**src/rtl/board_io_pkg.sv**
```systemverilog
// Shared board-level constants and types for the DE2 input conditioning path.
package board_io_pkg;

    localparam int CLK_HZ       = 50_000_000;
    localparam int DEBOUNCE_1MS = CLK_HZ / 1000;

    localparam int KEY_W = 4;
    localparam int SW_W  = 18;

    // Idle levels: KEYs are active-low pushbuttons, SW sliders idle low.
    localparam logic [KEY_W-1:0] KEY_IDLE = '1;
    localparam logic [SW_W-1:0]  SW_IDLE  = '0;

    // Per-bit debouncer state.
    typedef enum logic {
        ST_STABLE  = 1'b0,
        ST_PENDING = 1'b1
    } db_state_e;

endpackage

```
**src/rtl/debounce_bit.sv**
```systemverilog
// One input bit: 2-flop synchroniser, stability counter, accept FSM and
// registered rise/fall pulses.
module debounce_bit
    import board_io_pkg::*;
#(
    parameter int   DEBOUNCE_CYCLES = DEBOUNCE_1MS,
    parameter logic RESET_BIT       = 1'b1
) (
    input  logic clk,
    input  logic reset_n,
    input  logic raw,
    output logic clean,
    output logic rise,
    output logic fall
);

    localparam int               CNT_W    = $clog2(DEBOUNCE_CYCLES);
    localparam logic [CNT_W-1:0] CNT_LAST = CNT_W'(DEBOUNCE_CYCLES - 1);
    localparam logic [CNT_W-1:0] CNT_ZERO = {CNT_W{1'b0}};
    localparam logic [CNT_W-1:0] CNT_ONE  = CNT_W'(1);

    logic             s1_r;
    logic             s2_r;
    logic             clean_r;
    logic             rise_r;
    logic             fall_r;
    logic [CNT_W-1:0] cnt_r;
    db_state_e        state_r;

    // Synchronise, then accept a new level only after it has held long enough.
    always_ff @(posedge clk) begin
        if (!reset_n) begin
            s1_r    <= RESET_BIT;
            s2_r    <= RESET_BIT;
            clean_r <= RESET_BIT;
            rise_r  <= 1'b0;
            fall_r  <= 1'b0;
            cnt_r   <= CNT_ZERO;
            state_r <= ST_STABLE;
        end else begin
            s1_r   <= raw;
            s2_r   <= s1_r;
            rise_r <= 1'b0;
            fall_r <= 1'b0;
            case (state_r)
                ST_STABLE: begin
                    cnt_r <= CNT_ZERO;
                    if (s2_r != clean_r) begin
                        state_r <= ST_PENDING;
                    end else begin
                        state_r <= ST_STABLE;
                    end
                end
                ST_PENDING: begin
                    if (s2_r == clean_r) begin
                        // Bounced back before the hold time: drop it silently.
                        cnt_r   <= CNT_ZERO;
                        state_r <= ST_STABLE;
                    end else if (cnt_r == CNT_LAST) begin
                        clean_r <= s2_r;
                        rise_r  <= s2_r;
                        fall_r  <= ~s2_r;
                        cnt_r   <= CNT_ZERO;
                        state_r <= ST_STABLE;
                    end else begin
                        cnt_r   <= cnt_r + CNT_ONE;
                        state_r <= ST_PENDING;
                    end
                end
                default: begin
                    cnt_r   <= CNT_ZERO;
                    state_r <= ST_STABLE;
                end
            endcase
        end
    end

    assign clean = clean_r;
    assign rise  = rise_r;
    assign fall  = fall_r;

endmodule

```
**src/rtl/input_conditioner.sv**
```systemverilog
// Synchronises and debounces a group of raw board inputs, one independent
// debouncer per bit, ahead of the Nios II PIO exports.
module input_conditioner
    import board_io_pkg::*;
#(
    parameter int                N_BITS          = KEY_W,
    parameter int                DEBOUNCE_CYCLES = DEBOUNCE_1MS,
    parameter logic [N_BITS-1:0] RESET_VAL       = {N_BITS{1'b1}}
) (
    input  logic              clk_clk,
    input  logic              reset_reset_n,
    input  logic [N_BITS-1:0] raw_in,
    output logic [N_BITS-1:0] clean_out,
    output logic [N_BITS-1:0] rise_pulse,
    output logic [N_BITS-1:0] fall_pulse
);

    for (genvar i = 0; i < N_BITS; i++) begin : g_bit
        debounce_bit #(
            .DEBOUNCE_CYCLES (DEBOUNCE_CYCLES),
            .RESET_BIT       (RESET_VAL[i])
        ) u_debounce_bit (
            .clk     (clk_clk),
            .reset_n (reset_reset_n),
            .raw     (raw_in[i]),
            .clean   (clean_out[i]),
            .rise    (rise_pulse[i]),
            .fall    (fall_pulse[i])
        );
    end

endmodule
```
**config.mk**
```make
export PLATFORM = sky130hd
export DESIGN_NAME = input_conditioner
export DESIGN_NICKNAME = d
export VERILOG_FILES = /design/src/rtl/board_io_pkg.sv /design/src/rtl/debounce_bit.sv /design/src/rtl/input_conditioner.sv
export SDC_FILE = /design/constraint.sdc
export NUM_CORES = 1
export LEC_CHECK = 0
export CORE_MARGIN = 4
export CORE_UTILIZATION = 25
export DETAILED_ROUTE_END_ITERATION = 10
export GPL_TIMING_DRIVEN = 0
export PLACE_DENSITY_LB_ADDON = 0.1
export SYNTH_ARGS = -nofsm -noshare
export SYNTH_HDL_FRONTEND = slang
export SYNTH_HIERARCHICAL = 1
export SYNTH_SLANG_ARGS = --single-unit
```
**constraint.sdc**
```tcl
create_clock -name clk_clk -period 3.28 [get_ports clk_clk]
set_input_delay 0.328 -clock clk_clk [delete_from_list [all_inputs] [get_ports clk_clk]]
set_output_delay 0.328 -clock clk_clk [all_outputs]
set_load 0.005 [all_outputs]
```
==> summary.md <==
| Metric | Value |
|---|---|
| Hold path startpoint | g_bit[0].u_debounce_bit/s1_r |
| Post-synth top area cell | dfxtp_1 |
| Reg area | 0.001762 mm2 |
| Tightest Pin Transition | 0.7346 ns |
| Status | completed |
| Commonest non-fill, non-tap cell in the layout | dfxtp_1 |
| Fillers | 1,441 |
| Crit path kind | in -> reg |
| CTS Hold Bufs | 0 |
| Fin. Hold Viols | 0 |
| Post-synthesis sequential area ratio | 48.52% |
| Vias in the first global route | 2,581 |
| Max_slew headroom | 50.87% |
| Slew Limit Fails | 0 |
| Placed cell area | 0.004026 mm2 |
| Reg clk slew, reported paths | 0.06 ns |
| Routed Antenna Nets | 0 |
| Mapped Cells | 391 |
| Synth top area share | 48.52% |
| Worst R2R Path Depth | 6 |
| Final wirelength | 6952 um |
| Dpl cells | 588 |
| Final critical-path required period | 2.000 ns |
| Critical Path RT | 3.55 ns |
| Final period util | 60.98% |
| Mapped Area | 0.003631 mm2 |
| Skew final | 0.004390 ns |
| Pre-antenna DRT Iters | 4 |
| CTS tree | built |
| Non-Filler Instances | 603 |
| Root Buffer Master | clkbuf_16 |
| Layout cell share with drive strength beyond 1 | 6.383% |
| IO buf count | 17 |
| Iter 0 DRT Violations | 135 |
| Htree depth | 3 |
| Wire per inst | 11.53 um |
| Area growth syn-to-layout | 19.75% |
| ANT cells | 0 |
| Worst Hold End | g_bit[0].u_debounce_bit/s2_r |
| CTS sink count | 88 |
| Std-Cell Rows | 43 |
| Critical path capture point type | flip-flop |
| Die Ht | 128.5 um |
| Global placer's final weighted congestion | 0.7266 |
| Die Wd | 128.5 um |
| Largest cells by area after synthesis | dfxtp_1 (49%), xnor2_1 (11%), nor2_1 (8.2%), nand4_1 (2.9%), xor2_1 (2.7%) |
| Crit-path cells | clkdlybuf4s50_1, a21boi_0, nand3_2, buf_6, nor2_1 |
| Vias | 2,601 |
| Synth Register Bits | 88 |
| Antenna violations before repair | 0 |
| Leakage | 1.287 nW |
| Remaining global-route overflow | 0 |
| RSZ-0062 raised after global routing | false |
| Final setup violating endpoints | 0 |
| Cts bufs inserted | 9 |
| First-pass GRT wire length | 12,260 um |
| Hold Crit Class | reg -> reg |
| R2r setup slk | 1.30 ns |
| Largest fanout on the critical path | 20 |
| Slowest cell on the critical path | clkdlybuf4s50_1 |
| Dpl ws | 0.8720 ns |
| FF-to-FF Start | g_bit[1].u_debounce_bit/cnt_r[0] |
| VDD IR max | 222.4 uV |
| Core area | 0.01404 mm2 |
| Fmax | 500.0 MHz |
| Post-route setup TNS | 0 ns |
| Top Ports | 18 |
| Design Area, Final | 0.004348 mm2 |
| Crit start category | input pin |
| GRT Total Usage | 9.266% |
| Post-route DRC | 0 |
| CP Buf/Inv Count | 2 |
| Largest net degree at the start of global routing | 21 |
| Area of the multi-input gates | 0.001764 mm2 |
| Worst path top cell family by delay | buffers and inverters |
| CP max stage delay | 0.94 ns |
| Final nets | 429 |
| Crit path DAT | 2.27 ns |
| Syn. warnings | 6 |
| Syn avg cell area | 9.286 um2 |
| Post-synthesis cell type count | 34 |
| CTS resizes | 0 |
| Vias per cell | 4.313 |
| Post CTS Setup Buffer Count | 0 |
| Initial Util | 25.86% |
| Min setup slack post-route | 1.280 ns |
| CTS max path bufs | 2 |
| PwrDens | 506.0 mW/mm2 |
| Max-cap violation count | 0 |
| Clock latency on the worst-skew pair | 0.33 ns |
| Hold Slack | 0.4053 ns |
| Hold Path Stages | 1 |
| Hpwl dp | 4920 um |
| Die ar. | 0.01652 mm2 |
| Syn Nets | 401 |
| RR Endpoint | g_bit[1].u_debounce_bit/cnt_r[8] |
| Most frequent cells in the layout | dfxtp_1 (88), nor2_1 (79), xnor2_1 (44) |
==> layout make-up <==
type                    count  area share (%)
clock buffers              12           5.899
flip-flops and latches     88           40.52
inverters                  14           1.209
multi-input cells         284           40.58
repair buffers             17           3.914
clock inverters             3           1.496
well taps                 180           5.180
plain buffers               5           1.209
==> worst max path at each step <==
stage	from	endpoint	slack (ns)	cells past startpoint
after floorplan	g_bit[0].u_debounce_bit/cnt_r[10]	g_bit[0].u_debounce_bit/cnt_r[15]	1.61	5
after global placement	reset_reset_n	g_bit[1].u_debounce_bit/cnt_r[15]	0.90	5
after detailed placement	reset_reset_n	g_bit[1].u_debounce_bit/cnt_r[7]	0.87	5
after CTS	reset_reset_n	g_bit[1].u_debounce_bit/cnt_r[7]	1.24	5
final	reset_reset_n	g_bit[1].u_debounce_bit/cnt_r[8]	1.28	5
after global routing	reset_reset_n	g_bit[1].u_debounce_bit/cnt_r[12]	1.06	5
==> cells by family (layout without fill, tap and decap cells) <==
group	Yosys count	count (layout)	synth area share (%)
simple gates	214	214	31.67
flops	88	88	48.52
xor+xnor	55	55	13.27
buf+inv	19	51	2.895
compound gates	7	7	1.172
fa+ha+maj	4	4	1.378
mux	4	4	1.103
==> sequential cells by signal, summed over array words and instances (netlist names) <==
name                          count
g_bit.u_debounce_bit/s1_r         4
g_bit.u_debounce_bit/state_r      4
g_bit.u_debounce_bit/rise         4
g_bit.u_debounce_bit/fall         4
g_bit.u_debounce_bit/clean        4
g_bit.u_debounce_bit/cnt_r       64
g_bit.u_debounce_bit/s2_r         4
==> report_power, final <==
group	internal, mW	switching, mW	leakage, nW	total, mW
logic	0.0105	0.00838	0.417	0.0189
clock network	0.704	0.400	0.159	1.10
registers	1.07	0.00309	0.711	1.08
==> synth_stat cells, drive strengths merged <==
cell      n
ha        4
and2b     3
xor2     11
nand4    18
nor3     14
and4bb    1
and3      6
and4      3
xnor2    44
and4b     1
a21oi     2
a21boi    3
nand2b   14
nor4bb    1
dfxtp    88
mux2i     4
or4       3
and2      1
nor4b     1
inv      14
or4b      3
buf       5
or3       2
nor2     79
nand2    20
nor2b     1
o21ai     2
nor4     14
nand3    23
nand4bb   6
==> routing by layer <==
metal	up-vias	track usage, %	wire, um
met4	0	5.497	134
met3	8	2.076	135
met2	18	14.07	3070
met1	1187	12.04	3611
met5	-	0	0
li1	1388	-	-
==> metrics by stage <==
| stage | total power, mW | utilization (%) |
|---|---|---|
| after floorplan | 1.109 | - |
| after global placement | 1.121 | 28.67 |
| after detailed placement | 1.121 | 28.67 |
| after CTS | 2.248 | 30.96 |
| after global routing | 2.297 | 30.96 |
| final | 2.200 | 30.96 |
No activity file was read; power rests on OpenSTA's default activity.
